**config.mk**
```make
export PLATFORM = sky130hd
export DESIGN_NAME = bus_arb_2m
export DESIGN_NICKNAME = d
export VERILOG_FILES = /design/src/rtl/bus_arb_2m.sv
export SDC_FILE = /design/constraint.sdc
export NUM_CORES = 1
export LEC_CHECK = 0
export CAP_MARGIN = 20
export CELL_PAD_IN_SITES_DETAIL_PLACEMENT = 0
export CELL_PAD_IN_SITES_GLOBAL_PLACEMENT = 1
export CORE_MARGIN = 3
export CORE_UTILIZATION = 13
export DETAILED_ROUTE_END_ITERATION = 10
export PLACE_DENSITY = 0.89
export RECOVER_POWER = 50
export SYNTH_ARGS = -nofsm -noshare
export SYNTH_HDL_FRONTEND = slang
export SYNTH_SLANG_ARGS = --single-unit
```
**constraint.sdc**
```tcl
create_clock -name clk_i -period 3 [get_ports clk_i]
set_input_delay 0.45 -clock clk_i [delete_from_list [all_inputs] [get_ports clk_i]]
set_output_delay 0.45 -clock clk_i [all_outputs]
set_load 0.05 [all_outputs]
```
**src/rtl/bus_arb_2m.sv**
```systemverilog
// rtl/bus_arb_2m.sv - two-master to one-slave req/ack/resp bus arbiter
// Grants one master per cycle and routes read responses back by an in-order ID FIFO.
module bus_arb_2m #(
    parameter int fixed_prio   = 0,
    parameter int rdfifo_depth = 4
) (
    input  logic        clk_i,
    input  logic        rst_i,

    input  logic        m0_req_i,
    input  logic        m0_we_i,
    input  logic [31:0] m0_addr_bi,
    input  logic [3:0]  m0_be_bi,
    input  logic [31:0] m0_wdata_bi,
    output logic        m0_ack_o,
    output logic        m0_resp_o,
    output logic [31:0] m0_rdata_bo,

    input  logic        m1_req_i,
    input  logic        m1_we_i,
    input  logic [31:0] m1_addr_bi,
    input  logic [3:0]  m1_be_bi,
    input  logic [31:0] m1_wdata_bi,
    output logic        m1_ack_o,
    output logic        m1_resp_o,
    output logic [31:0] m1_rdata_bo,

    output logic        s_req_o,
    output logic        s_we_o,
    output logic [31:0] s_addr_bo,
    output logic [3:0]  s_be_bo,
    output logic [31:0] s_wdata_bo,
    input  logic        s_ack_i,
    input  logic        s_resp_i,
    input  logic [31:0] s_rdata_bi,

    output logic        err_o
);

    localparam int PW = $clog2(rdfifo_depth);
    localparam int CW = PW + 1;
    localparam logic [CW-1:0] FULL_CNT = CW'(rdfifo_depth);

    logic [rdfifo_depth-1:0] id_fifo_q, id_fifo_d;
    logic [PW-1:0]           wr_ptr_q, wr_ptr_d;
    logic [PW-1:0]           rd_ptr_q, rd_ptr_d;
    logic [CW-1:0]           count_q, count_d;
    logic                    last_grant_q, last_grant_d;
    logic                    err_q, err_d;

    logic fifo_full, fifo_empty;
    logic m0_elig, m1_elig;
    logic win_valid, win_id;
    logic xfer, push, pop, head_id;

    // Full is the registered count: a response popping this cycle cannot free a slot for a read now.
    assign fifo_full  = (count_q == FULL_CNT);
    assign fifo_empty = (count_q == '0);
    assign m0_elig    = m0_req_i & (m0_we_i | ~fifo_full);
    assign m1_elig    = m1_req_i & (m1_we_i | ~fifo_full);
    assign head_id    = id_fifo_q[rd_ptr_q];

    always_comb begin
        win_valid = m0_elig | m1_elig;
        win_id    = 1'b0;
        if (m0_elig && m1_elig) begin
            if (fixed_prio != 0) begin
                win_id = 1'b0;
            end else begin
                win_id = ~last_grant_q;
            end
        end else if (m1_elig) begin
            win_id = 1'b1;
        end
    end

    always_comb begin
        s_req_o    = 1'b0;
        s_we_o     = 1'b0;
        s_addr_bo  = '0;
        s_be_bo    = '0;
        s_wdata_bo = '0;
        m0_ack_o   = 1'b0;
        m1_ack_o   = 1'b0;
        if (win_valid) begin
            if (win_id) begin
                s_req_o    = m1_req_i;
                s_we_o     = m1_we_i;
                s_addr_bo  = m1_addr_bi;
                s_be_bo    = m1_be_bi;
                s_wdata_bo = m1_wdata_bi;
                m1_ack_o   = s_ack_i;
            end else begin
                s_req_o    = m0_req_i;
                s_we_o     = m0_we_i;
                s_addr_bo  = m0_addr_bi;
                s_be_bo    = m0_be_bi;
                s_wdata_bo = m0_wdata_bi;
                m0_ack_o   = s_ack_i;
            end
        end
    end

    // Responses with nothing outstanding are dropped here and only flagged through err_o.
    always_comb begin
        m0_resp_o   = 1'b0;
        m1_resp_o   = 1'b0;
        m0_rdata_bo = '0;
        m1_rdata_bo = '0;
        if (!fifo_empty) begin
            if (head_id) begin
                m1_resp_o   = s_resp_i;
                m1_rdata_bo = s_rdata_bi;
            end else begin
                m0_resp_o   = s_resp_i;
                m0_rdata_bo = s_rdata_bi;
            end
        end
    end

    assign xfer = s_req_o & s_ack_i;
    assign push = xfer & ~s_we_o;
    assign pop  = s_resp_i & ~fifo_empty;

    always_comb begin
        id_fifo_d    = id_fifo_q;
        wr_ptr_d     = wr_ptr_q;
        rd_ptr_d     = rd_ptr_q;
        count_d      = count_q;
        last_grant_d = last_grant_q;
        err_d        = err_q | (s_resp_i & fifo_empty);
        if (xfer) begin
            last_grant_d = win_id;
        end
        if (push) begin
            id_fifo_d[wr_ptr_q] = win_id;
            wr_ptr_d            = wr_ptr_q + 1'b1;
        end
        if (pop) begin
            rd_ptr_d = rd_ptr_q + 1'b1;
        end
        if (push && !pop) begin
            count_d = count_q + 1'b1;
        end else if (pop && !push) begin
            count_d = count_q - 1'b1;
        end
    end

    always_ff @(posedge clk_i) begin
        if (rst_i) begin
            wr_ptr_q     <= '0;
            rd_ptr_q     <= '0;
            count_q      <= '0;
            last_grant_q <= 1'b1;
            err_q        <= 1'b0;
        end else begin
            wr_ptr_q     <= wr_ptr_d;
            rd_ptr_q     <= rd_ptr_d;
            count_q      <= count_d;
            last_grant_q <= last_grant_d;
            err_q        <= err_d;
        end
    end

    // ID storage needs no reset: entries are only read when count_q covers them.
    always_ff @(posedge clk_i) begin
        id_fifo_q <= id_fifo_d;
    end

    assign err_o = err_q;

endmodule

```
Word-level counts from Yosys, hierarchy flattened. Cells that the tools add are included.

Memory bits (read-only): 0. Memories: 0. Input bits: 176. Register bits: 13. Word-level logic and storage cells: 67. Bits in writable memories: 0. Bits in latches: 0.

Add/sub/neg operators: 4. Equality and inequality tests: 1. Muxes and demuxes: 31. Shifts and indexed selects: 0. $lt $le $gt $ge: 3. Reduce and logical (&&, ||, !) cells: 8. Multipliers: 0. Div/mod/pow operators: 0. Bitwise operators: 14.

Operators by type and width (count): 32-bit two-way mux (8); 1-bit two-way mux (16); 4-bit two-way mux (2); 1-bit AND (6); 2-bit by 3-bit < comparator with 1-bit output (second input constant) (2); 3-bit two-way mux (2); 2-bit by 1-bit adder with 2-bit output (second input constant) (2); 4-bit bitwise mux (1); 1-bit logical AND (4); 1-bit inverter (4); 1-bit bitwise OR (4); 3-bit by 1-bit adder with 3-bit output (second input constant) (1); 3-bit equality test (second input constant) (1); 3-bit zero test (1); 3-bit by 1-bit subtractor with 3-bit output (second input constant) (1); 1-bit binary-select mux with 2-bit select (1); 1-bit demux with 2-bit select (1); 2-bit by 1-bit >= comparator with 1-bit output (second input constant) (1); 1-bit zero test (2); 2-bit nonzero test (1).

Logic depth before layout (Yosys ltp).
Depth after elaboration: 14. Mapped depth: 9. Depth with buffers taken out: 9.

Least setup slack after synthesis. Ideal clock, no wire load.

Path kind: input to output. Start: in m1_we_i. End: out s_we_o. Cell stages on the path: 4. Buffers on the path: 0. Path slack: 177 ps. Arrival: 2373 ps. Path through: or4b_4 nor2b_4 o21ai_0 a21boi_0.

Cells in the longest elaborated chain, start to end: 6. Elaborated cells between the ends (all ways): 8. Classes of those cells: mux: 4; bitwise: 3; reduce/logical: 1.

Ends and longest elaborated chain: start: declaration (RTL line 20) `input logic m1_we_i,`; 1-bit bitwise OR (RTL line 60) `assign m1_elig = m1_req_i & (m1_we_i | ~fifo_full);`; 1-bit AND (RTL line 60); 1-bit two-way mux or 1-bit logical AND (tied branches) (RTL line 72, 66); 1-bit two-way mux (RTL line 66) `if (m0_elig && m1_elig) begin`; 1-bit two-way mux (RTL line 86) `if (win_id) begin`; 1-bit two-way mux (*) (RTL line 85) `if (win_valid) begin`; end: declaration (RTL line 29) `output logic s_we_o,`.

Every way passes the cells marked *; elsewhere a longest branch is shown, timed or not.

Worst setup path after layout.
Start: in m1_we_i. End: out s_be_bo[3].

Cells in the longest elaborated chain, start to end: 6. Elaborated cells between the ends (all ways): 8. Classes of those cells: mux: 4; bitwise: 3; reduce/logical: 1.

Ends and longest elaborated chain: 1-bit bitwise OR (*) (RTL line 60); 1-bit AND (*) (RTL line 60); 1-bit two-way mux or 1-bit logical AND (tied branches) (RTL line 72, 66); 1-bit two-way mux (RTL line 66); 4-bit two-way mux (RTL line 86); 4-bit two-way mux (*) (RTL line 85); end: declaration (RTL line 31) `output logic [3:0] s_be_bo,`.

Marks and branches as above.

==> reports/results.tsv <==
metric	value	unit
worst path cell trace	clkdlybuf4s50_1, or4b_4, nand2_1, nor2_8, a22o_1, buf_12	
share of cells above drive strength 1	22.4	%
number of library cell types mapped by synthesis	35	
antenna violations before repair	2	
VDD IR-drop max	0.282	mV
CTS Sinks	13	
total of hold buffers inserted after clock tree synthesis	0	
relative max-transition margin	37.2	%
number of inserted filler cells in the final layout	1537	
maximum clock skew at final layout	0.000736	ns
setup ws final	0.0898	ns
area growth from synthesis to final layout	187	%
TritonCTS buffer count	3	
main area contributors after synthesis	sky130_fd_sc_hd__a22o_1, sky130_fd_sc_hd__and3_1, sky130_fd_sc_hd__dfxtp_1	
largest stage delay on the critical path	0.51	ns
area post-placement	5820	um2
root cell of the clock tree	sky130_fd_sc_hd__clkbuf_16	
type of the worst min-delay path	register to register	
slew of the pin with the lowest slew margin	0.941	ns
count of unresolved DRC violations after routing	0	
placed instance count	746	
total length of routed wires	12800	um
# nets final	751	
number of DRC violations after detailed-routing iteration 0	45	
post-route non-filler standard cell count	752	
global-route congestion overflow total	0	
count of pins over their slew limit	0	
run status	finished, final reports clean	
number of iterations in the first detailed-routing pass	4	
max-cap violation count	0	
starting density of the core	13.5	%
# port buffers	314	
clock-pin slew of the registers on the worst-case setup and hold paths	0.04	ns
die boundary width	130	um
Mapped Cells	271	
predominant post-synthesis flop cell	sky130_fd_sc_hd__dfxtp_1	
Leak Pwr	2.55	nW
number of diodes added for antenna fixing	0	
Total Power	4.30	mW
element type at the critical path end	primary output	
critical path data arrival time	2.46	ns
final worst path period share	97.0	%
HPWL after detailed placement	10700	um
data required time of the worst path	2.55	ns
Final Hold Viols	0	
wire length of the first global-routing pass	16900	um
number of rows created at floorplan	44	
post-route standard cell area excluding fillers	5720	um2
number of enable flip-flop cells after synthesis	4	
register bit count reported by yosys	13	
startpoint kind of the worst setup timing path	primary input	
top cell type's share of synthesized area	29.9	%
average detailed-routed wire length per instance	17.1	um
WS Path Type	primary input to primary output	
part of the Yosys area used for sequential elements	15.1	%
Max Clock Freq	344	MHz
DIE AREA	16800	um2
utilization of the core after routing	38.7	%
H-Tree Level Count	1	
CP Max Fanout	37	
maximum clock path buffer count	2	
Clock Latency Late Sink	0.24	ns
unrepaired setup endpoints after global routing	no	
I/O pin count	315	
gr usage total	13.1	%
routed via count divided by cell count	4.25	
CTS tree	yes	
share of flip-flops with an asynchronous set or reset	0	%
Yosys warning total	0	
number of global-route vias before repair	3016	
Post-Synthesis Net Count	453	
RD Place Congestion	0.746	
power density cells	753	nW/um2
Hold Slack	0.498	ns
maximum number of pins on one net before global-route repair	67	
Post-Place Setup Slack	0.00829	ns
setup_tns	0	ns
worst-path cell with the longest stage delay	sky130_fd_sc_hd__or4b_4	
Mapped Area	1990	um2
mean instance size in the synthesized netlist	7.35	um2
biggest area consumer among synthesized cells	sky130_fd_sc_hd__a22o_1	
vias after detailed routing	3198	
remaining antenna violation count	0	
area of the core	14800	um2
post-layout min period	2.91	ns
total setup violations reported at the end of the flow	0	
die height	130	um
## synthesized netlist by cell type, types with 2 or more instances
| library cell | number |
|---|---|
| sky130_fd_sc_hd__a21oi_1 | 3 |
| sky130_fd_sc_hd__a22o_1 | 68 |
| sky130_fd_sc_hd__and2_1 | 6 |
| sky130_fd_sc_hd__and3_1 | 33 |
| sky130_fd_sc_hd__buf_2 | 5 |
| sky130_fd_sc_hd__buf_4 | 2 |
| sky130_fd_sc_hd__buf_6 | 7 |
| sky130_fd_sc_hd__clkbuf_1 | 15 |
| sky130_fd_sc_hd__dfxtp_1 | 9 |
| sky130_fd_sc_hd__edfxtp_1 | 4 |
| sky130_fd_sc_hd__ha_1 | 5 |
| sky130_fd_sc_hd__inv_1 | 3 |
| sky130_fd_sc_hd__mux2i_1 | 2 |
| sky130_fd_sc_hd__nand2_1 | 40 |
| sky130_fd_sc_hd__nand2b_1 | 3 |
| sky130_fd_sc_hd__nand3b_1 | 2 |
| sky130_fd_sc_hd__nor2_1 | 41 |
| sky130_fd_sc_hd__o21ai_0 | 2 |
| sky130_fd_sc_hd__or3_1 | 2 |
| sky130_fd_sc_hd__xor2_1 | 4 |
## what timing repair did
| item | in CTS | in global routing |
|---|---|---|
| buffers inserted | 0 | 0 |
| gates resized for setup | 1 | 0 |
| setup endpoints to repair | 69 | 0 |
## power by group
part           internal, mW  leakage [nW]  total (mW)  switching (mW)
clock                 0.177        0.0409       0.250          0.0731
combinational          1.32          2.40        3.80            2.48
sequential            0.218         0.111       0.256          0.0375
## critical path: cells and delay by family
kind	cells	cell delay, ns
simple gates	3	1.05
compound gates	1	0.33
buf+inv	2	0.59
## layer usage
| layer | GRT usage, % | vias up | wire [um] |
|---|---|---|---|
| met5 | 0 | - | 27 |
| met4 | 3.91 | 4 | 274 |
| met3 | 4.63 | 19 | 1560 |
| met2 | 26.2 | 217 | 6750 |
| met1 | 12.4 | 1374 | 4210 |
| li1 | - | 1584 | - |
## cells by family after synthesis
logic type               after synthesis  share of synthesized area (%)
flip-flops                            13                           15.1
adder cells (fa/ha/maj)                6                           4.15
multiplexers                           4                           2.70
XOR/XNOR                               4                           1.76
AO/OA/AOI/OAI                         78                           33.2
AND/OR/NAND/NOR                      134                           33.8
buffers and inverters                 32                           9.36
## registers in the layout (all words and copies together) (netlist names)
signal and count:
last_grant_q 1, count_q 3, wr_ptr_q 2, err_o 1
rd_ptr_q 2, id_fifo_q 4
## worst paths after layout
check        startpoint    endpoint  slack [ns]  depth (start not counted)
max             m1_we_i  s_be_bo[3]        0.09                          6
max reg2reg  count_q[1]  count_q[2]        0.55                          9
min               err_o       err_o        0.50                          2
min reg2reg       err_o       err_o        0.50                          2
## final cells by class
class                   instances  area, um2  share of cell area (%)
clock inverters                 1       5.00                  0.0875
well taps                     184        230                    4.03
multi-input cells             228       1530                    26.7
clock buffers                   3       75.1                    1.31
repair buffers                320       3570                    62.4
inverters                       3       11.3                   0.197
flip-flops and latches         13        300                    5.25
## layout by cell type (no fill, tap or decap), types with 2 or more instances in the layout
master                            instances
sky130_fd_sc_hd__a21oi_1                  3
sky130_fd_sc_hd__a22o_1                  68
sky130_fd_sc_hd__and2_0                   3
sky130_fd_sc_hd__and2_1                   3
sky130_fd_sc_hd__and3_1                  33
sky130_fd_sc_hd__buf_12                  73
sky130_fd_sc_hd__buf_4                    8
sky130_fd_sc_hd__clkbuf_1                31
sky130_fd_sc_hd__clkbuf_16                3
sky130_fd_sc_hd__clkbuf_2                31
sky130_fd_sc_hd__clkdlybuf4s50_1        173
sky130_fd_sc_hd__dfxtp_1                  9
sky130_fd_sc_hd__dlygate4sd3_1            3
sky130_fd_sc_hd__edfxtp_1                 4
sky130_fd_sc_hd__ha_1                     5
sky130_fd_sc_hd__inv_1                    3
sky130_fd_sc_hd__mux2i_1                  2
sky130_fd_sc_hd__nand2_1                 40
sky130_fd_sc_hd__nand2b_1                 3
sky130_fd_sc_hd__nand3b_1                 2
sky130_fd_sc_hd__nor2_1                  41
sky130_fd_sc_hd__nor2_4                   3
sky130_fd_sc_hd__o21ai_0                  2
sky130_fd_sc_hd__xor2_1                   4
(Power assumes the default switching activity.)
